<file path="src/rtl/dmem_arbiter.sv">
// rtl/dmem_arbiter.sv - two-port data memory arbiter, port 0 priority with bounded port 1 starvation
module dmem_arbiter #(
    parameter int AW       = 32,
    parameter int DW       = 32,
    parameter int MAX_HOLD = 4
) (
    input  logic          clk,
    input  logic          rst_n,
    input  logic          p0_req,
    input  logic          p0_we,
    input  logic [AW-1:0] p0_addr,
    input  logic [DW-1:0] p0_wdata,
    output logic          p0_gnt,
    output logic          p0_rvalid,
    output logic [DW-1:0] p0_rdata,
    input  logic          p1_req,
    input  logic          p1_we,
    input  logic [AW-1:0] p1_addr,
    input  logic [DW-1:0] p1_wdata,
    output logic          p1_gnt,
    output logic          p1_rvalid,
    output logic [DW-1:0] p1_rdata,
    output logic [AW-1:0] mem_addr,
    output logic [DW-1:0] mem_wdata,
    output logic          mem_write,
    output logic          mem_read,
    input  logic [DW-1:0] mem_rdata,
    output logic          stall
);

    localparam logic [3:0] HOLD_LIMIT = 4'(MAX_HOLD);

    logic [3:0] hold_cnt;
    logic       holdFull;

    assign holdFull = (hold_cnt == HOLD_LIMIT);

    // Grants are masked while reset is asserted so no access reaches memory during reset.
    assign p1_gnt = rst_n & p1_req & (~p0_req | holdFull);
    assign p0_gnt = rst_n & p0_req & ~p1_gnt;
    assign stall  = p0_req & p1_gnt;

    assign mem_addr  = p1_gnt ? p1_addr  : p0_addr;
    assign mem_wdata = p1_gnt ? p1_wdata : p0_wdata;
    assign mem_write = (p0_gnt & p0_we)  | (p1_gnt & p1_we);
    assign mem_read  = (p0_gnt & ~p0_we) | (p1_gnt & ~p1_we);

    always_ff @(posedge clk or negedge rst_n) begin
        if (!rst_n) begin
            hold_cnt  <= '0;
            p0_rvalid <= 1'b0;
            p1_rvalid <= 1'b0;
            p0_rdata  <= '0;
            p1_rdata  <= '0;
        end else begin
            if (p1_gnt || !p1_req) begin
                hold_cnt <= '0;
            end else if (p0_gnt && !holdFull) begin
                hold_cnt <= hold_cnt + 4'd1;
            end

            p0_rvalid <= p0_gnt & ~p0_we;
            p1_rvalid <= p1_gnt & ~p1_we;
            if (p0_gnt && !p0_we) begin
                p0_rdata <= mem_rdata;
            end
            if (p1_gnt && !p1_we) begin
                p1_rdata <= mem_rdata;
            end
        end
    end

endmodule

</file>
<file path="config.mk">
export PLATFORM = sky130hd
export DESIGN_NAME = dmem_arbiter
export DESIGN_NICKNAME = d
export VERILOG_FILES = /design/src/rtl/dmem_arbiter.sv
export SDC_FILE = /design/constraint.sdc
export NUM_CORES = 1
export LEC_CHECK = 0
export BUFFER_PORTS_ARGS = -buffer_cell sky130_fd_sc_hd__buf_2
export CORE_MARGIN = 8
export CORE_UTILIZATION = 34
export DETAILED_ROUTE_END_ITERATION = 7
export PLACE_DENSITY = 0.73
export SYNTH_ARGS = -nofsm -noshare
export SYNTH_HDL_FRONTEND = slang
export SYNTH_SLANG_ARGS = --single-unit
</file>
<file path="constraint.sdc">
create_clock -name clk -period 2.5 [get_ports clk]
set_clock_uncertainty 0.2 [all_clocks]
set_input_delay 0.25 -clock clk [delete_from_list [all_inputs] [get_ports clk]]
set_output_delay 0.25 -clock clk [all_outputs]
set_load 0.05 [all_outputs]
</file>
Yosys cells after proc, flatten, opt, wreduce, memory -nomap -nowiden

Cells that the tools add are included.

Mux-type cells: 4
Reduce and logical (&&, ||, !) cells: 9
Add/sub/neg operators: 1
Bitwise operators: 16
Equal/unequal tests: 1

Operators by type and width:

| operator            | number |
|---|---|
| $mux 32             | 2 |
| $and 1x1->1         | 9 |
| $mux 4              | 2 |
| $add 4x1->4 const B | 1 |
| $eq 4x3->1 const B  | 1 |
| $logic_not 1->1     | 4 |
| $not 1->1           | 4 |
| $logic_and 1x1->1   | 3 |
| $or 1x1->1          | 3 |
| $reduce_bool 2->1   | 1 |
| $logic_or 1x1->1    | 1 |

Output and inout port bits: 135
Input port bits: 166
Register bits: 70

Logic depth before layout (Yosys ltp)

Word-level depth: 8
Gate-level depth with buffers: 7
Mapped depth without buffers: 5

Worst setup path before layout

OpenSTA, ideal clock, no wires.

Path type: reg2out
Start point: register hold_cnt[0]
End point: output port mem_write
Data required time: 2,050 ps
Data arrival time: 2,231 ps
Stages on the path, launching flop included: 6
Setup slack: -181 ps
Buffers on the path: 0
Path through: dfrtp_1 > inv_1 > ha_1 > and3b_1 > a21oi_1 > a22o_1

Word-level cells in the longest chain between the ends: 7
Elaborated cells between the ends (all ways): 8

Ends and longest elaborated chain:

| element                | line | text |
|---|---|---|
| start, declared        | 33   | `logic [3:0] hold_cnt;` |
| start signal, assigned | 59   | `hold_cnt <= hold_cnt + 4'd1;` |
| $eq 4x3->1             | 36   | `assign holdFull = (hold_cnt == HOLD_LIMIT);` |
| $or 1x1->1             | 39   | `assign p1_gnt = rst_n & p1_req & (~p0_req \| holdFull);` |
| $and 1x1->1            | 39   |  |
| $not 1->1              | 40   | `assign p0_gnt = rst_n & p0_req & ~p1_gnt;` |
| $and 1x1->1            | 40   |  |
| via p0_gnt             | 13   | `output logic p0_gnt,` |
| $and 1x1->1            | 45   | `assign mem_write = (p0_gnt & p0_we) \| (p1_gnt & p1_we);` |
| $or 1x1->1             | 45   |  |
| end, declared          | 25   | `output logic mem_write,` |

The timed path passes the listed nets, and every way through them passes these cells.

Worst setup path in the final report

Start point: register hold_cnt[0]
End point: output port mem_addr[13]

Word-level cells in the longest chain between the ends: 4

Ends and longest elaborated chain:

| element       | line | text |
|---|---|---|
| $eq 4x3->1    | 36   |  |
| $or 1x1->1    | 39   |  |
| $and 1x1->1   | 39   |  |
| $mux 32       | 43   | `assign mem_addr = p1_gnt ? p1_addr : p0_addr;` |
| end, declared | 23   | `output logic [AW-1:0] mem_addr,` |

No other way between the ends.

==> flow_metrics.env <==
export IMPL_outcome="complete, but fails checks"
export IMPL_violations="negative setup slack"
export IMPL_critPathKind="reg2out"
export IMPL_synth_nets=414
export IMPL_holdCritStartpoint="p1_req"
export IMPL_syn_inst=246
export IMPL_postRouteAntennaNets=0
export IMPL_worst_ep_arrival_time_ns=2.17
export IMPL_synth_seq_cells=70
export IMPL_rows=37
export IMPL_nets=771
export IMPL_cp_max_fo=6
export IMPL_n_fill_cell=746
export IMPL_fin_crit_sh_pct=105
export IMPL_hold_path_depth=3
export IMPL_die_w_um=118
export IMPL_synth_area_top_cells="dfrtp_1 49%, mux2_2 40%, buf_6 1.9%, a211oi_4 1.1%, buf_4 1.1%"
export IMPL_min_period_ns=2.62
export IMPL_drc=0
export IMPL_core_um2=10200
export IMPL_tightest_slew_ns=0.796
export IMPL_rsz0062_at_grt="yes"
export IMPL_hp_class="in2reg"
export IMPL_cp_start_kind="flop"
export IMPL_clk_latency_ns=0.33
export IMPL_first_iter_violations=222
export IMPL_rr_worst_depth=8
export IMPL_grt_max_degree=64
export IMPL_r2r_end="p1_rdata[18]"
export IMPL_p_leak_nw=3.40
export IMPL_wl_met3_um=1300
export IMPL_root_buffer="clkbuf_8"
export IMPL_ff2ff_setup_slack_ns=0.15
export IMPL_place_ws_ns=0.134
export IMPL_wl_met2_um=10000
export IMPL_ys_top_cells_by_count="125 x mux2_2, 70 x dfrtp_1, 6 x buf_6, 6 x nand2_1, 5 x buf_4"
export IMPL_avgSynthCellArea_um2=14.4
export IMPL_clkTransAtPathRegs_ns=0.08
export IMPL_synth_area_leader_cell="dfrtp_1"
export IMPL_m1WireLength_um=6150
export IMPL_setup_viol=64
export IMPL_syn_area_um2=3550
export IMPL_r2r_start="hold_cnt[0]"
export IMPL_initial_utilization_pct=34.7
export IMPL_hold_viol_final=0
export IMPL_synth_most_common_cell="mux2_2"
export IMPL_grt_antenna_before_repair=6
export IMPL_synth_cell_types=26
export IMPL_dr_total_vias=3674
export IMPL_finalMaxSlewViolations=0
export IMPL_pin_count=301
export IMPL_clkSinkCount=70
export IMPL_grt_pass1_vias=3952
export IMPL_grt_usage_pct=22.7
export IMPL_routedWlPerCell_um=24.4
export IMPL_ys_warn_count=0
export IMPL_min_to="hold_cnt[2]"
export IMPL_dieHeight_um=118
export IMPL_hold_slack_ns=0.0467
export IMPL_clk_path_buf_depth=2
export IMPL_hpwl_um=12700
export IMPL_cts_buffers=9
export IMPL_dr_pass1_iters=4
export IMPL_synthFlopType="dfrtp_1"
export IMPL_setup_total_negative_slack_ns=-5.58
export IMPL_globalplace_congestion=0.983
export IMPL_htree_levels=3
export IMPL_fmax_mhz=381
export IMPL_top_layer="met4"
export IMPL_design_die_area_um2=14000
export IMPL_grt_pass1_wl_um=24600
export IMPL_vdd_drop_max_uv=473
export IMPL_ys_seq_area_share_pct=49.3
export IMPL_worst_slack_ns=-0.122
export IMPL_io_buffers=300
export IMPL_synth_top_area_share_pct=49.3
export IMPL_required_ns=2.05
export IMPL_overflow=0
export IMPL_syn_to_final_growth_pct=91.7
export IMPL_power_density_nw_per_um2=665
export IMPL_critPathCaptureType="output pin"
export IMPL_max_slew_margin_pct=46.9
export IMPL_drt_wl_total_um=18300
export IMPL_cts_tree="yes"
export IMPL_cap_violations=0
export IMPL_synthArstFlopShare_pct=100
export IMPL_drive_gt1_share_pct=78.6
export IMPL_vias_per_cell=4.91
export IMPL_synth_edff_count=0
## flip-flops by register name (all words and copies together), names as in the netlist
signal     cells
hold_cnt       4
p0_rdata      32
p0_rvalid      1
p1_rdata      32
p1_rvalid      1
## cells in the final DEF, fill, tap and decap left out, drive strengths merged, types with 3 or more instances in the layout
master / Yosys / final
buf: 14 / 323
mux2: 128 / 128
dfrtp: 70 / 70
dlygate4sd3: 0 / 33
clkbuf: 1 / 14
nand2: 6 / 6
diode: 0 / 5
clkinv: 0 / 4
inv: 2 / 4
a21oi: 3 / 3
## stage by stage
step / area (µm²) / power, W / utilization, % / instances
floorplan: 3550 / 0.00284 / - / 246
global placement: 5220 / 0.00338 / 51.0 / 676
detailed placement: 5220 / 0.00341 / 51.0 / 676
CTS: 6170 / 0.00441 / 60.4 / 734
global route: 6800 / 0.00470 / 66.5 / 749
finish: 6800 / 0.00453 / 66.5 / 749
## power breakdown
part / total, W / switching (W) / leakage [nW] / internal [W]
logic: 0.00224 / 0.00148 / 2.46 / 0.000759
clock network: 0.000828 / 0.000455 / 0.0917 / 0.000373
registers: 0.00146 / 0.000113 / 0.844 / 0.00135
total: 0.00453 / 0.00205 / 3.40 / 0.00248
## cells by family (layout without fill, tap and decap cells)
logic type	Yosys count	in the layout	share of synthesized area (%)
buffers and inverters	17	379	3.74
multiplexers	128	128	40.6
flip-flops	70	70	49.3
adder cells (fa/ha/maj)	2	2	0.705
other	0	5	0
AND/OR/NAND/NOR	17	17	2.68
AO/OA/AOI/OAI	12	12	2.93
## worst max-delay path by stage
stage                start             to  slack, ns
6_report       hold_cnt[0]   mem_addr[13]      -0.12
5_1_grt        hold_cnt[0]   mem_addr[13]      -0.24
4_1_cts        hold_cnt[0]   mem_addr[12]      -0.12
3_5_place_dp   hold_cnt[0]  mem_wdata[26]       0.13
3_3_place_gp   hold_cnt[0]    mem_addr[0]       0.19
2_1_floorplan  hold_cnt[0]      mem_write       0.16
## routing by layer
metal / vias to the layer above / GRT usage, %
li1: 1617 / -
met1: 1825 / 22.9
met2: 193 / 42.2
met3: 39 / 6.71
met4: 0 / 10.2
met5: - / 0
## critical path: stages (launching register included)
cell and delay (ns):
dfrtp_1 0.40, inv_2 0.09, ha_4 0.13, nand3b_1 0.15
a21oi_4 0.24, buf_6 0.18, buf_12 0.13, mux2_2 0.36
buf_6 0.16
## cell type report
cell class	instances	area, µm²	share of cell area (%)
multi-input combinational	159	1870	27.5
sequential	70	1750	25.7
timing repair buffer	361	2810	41.2
tap	136	170	2.50
inverter	2	7.51	0.110
antenna	5	12.5	0.184
clock inverter	7	58.8	0.864
clock buffer	9	124	1.82
## timing repair
item / 4_1_cts / 5_1_grt
buffers inserted: 8 / 2
cloned: 1 / 8
endpoints found under the hold margin: 71 / 0
gates resized for setup: 118 / 119
hold buffers: 33 / 0
setup endpoints to repair: 64 / 65
pin swaps: 3 / 2
Note: power is estimated with default switching activity, not from simulation.
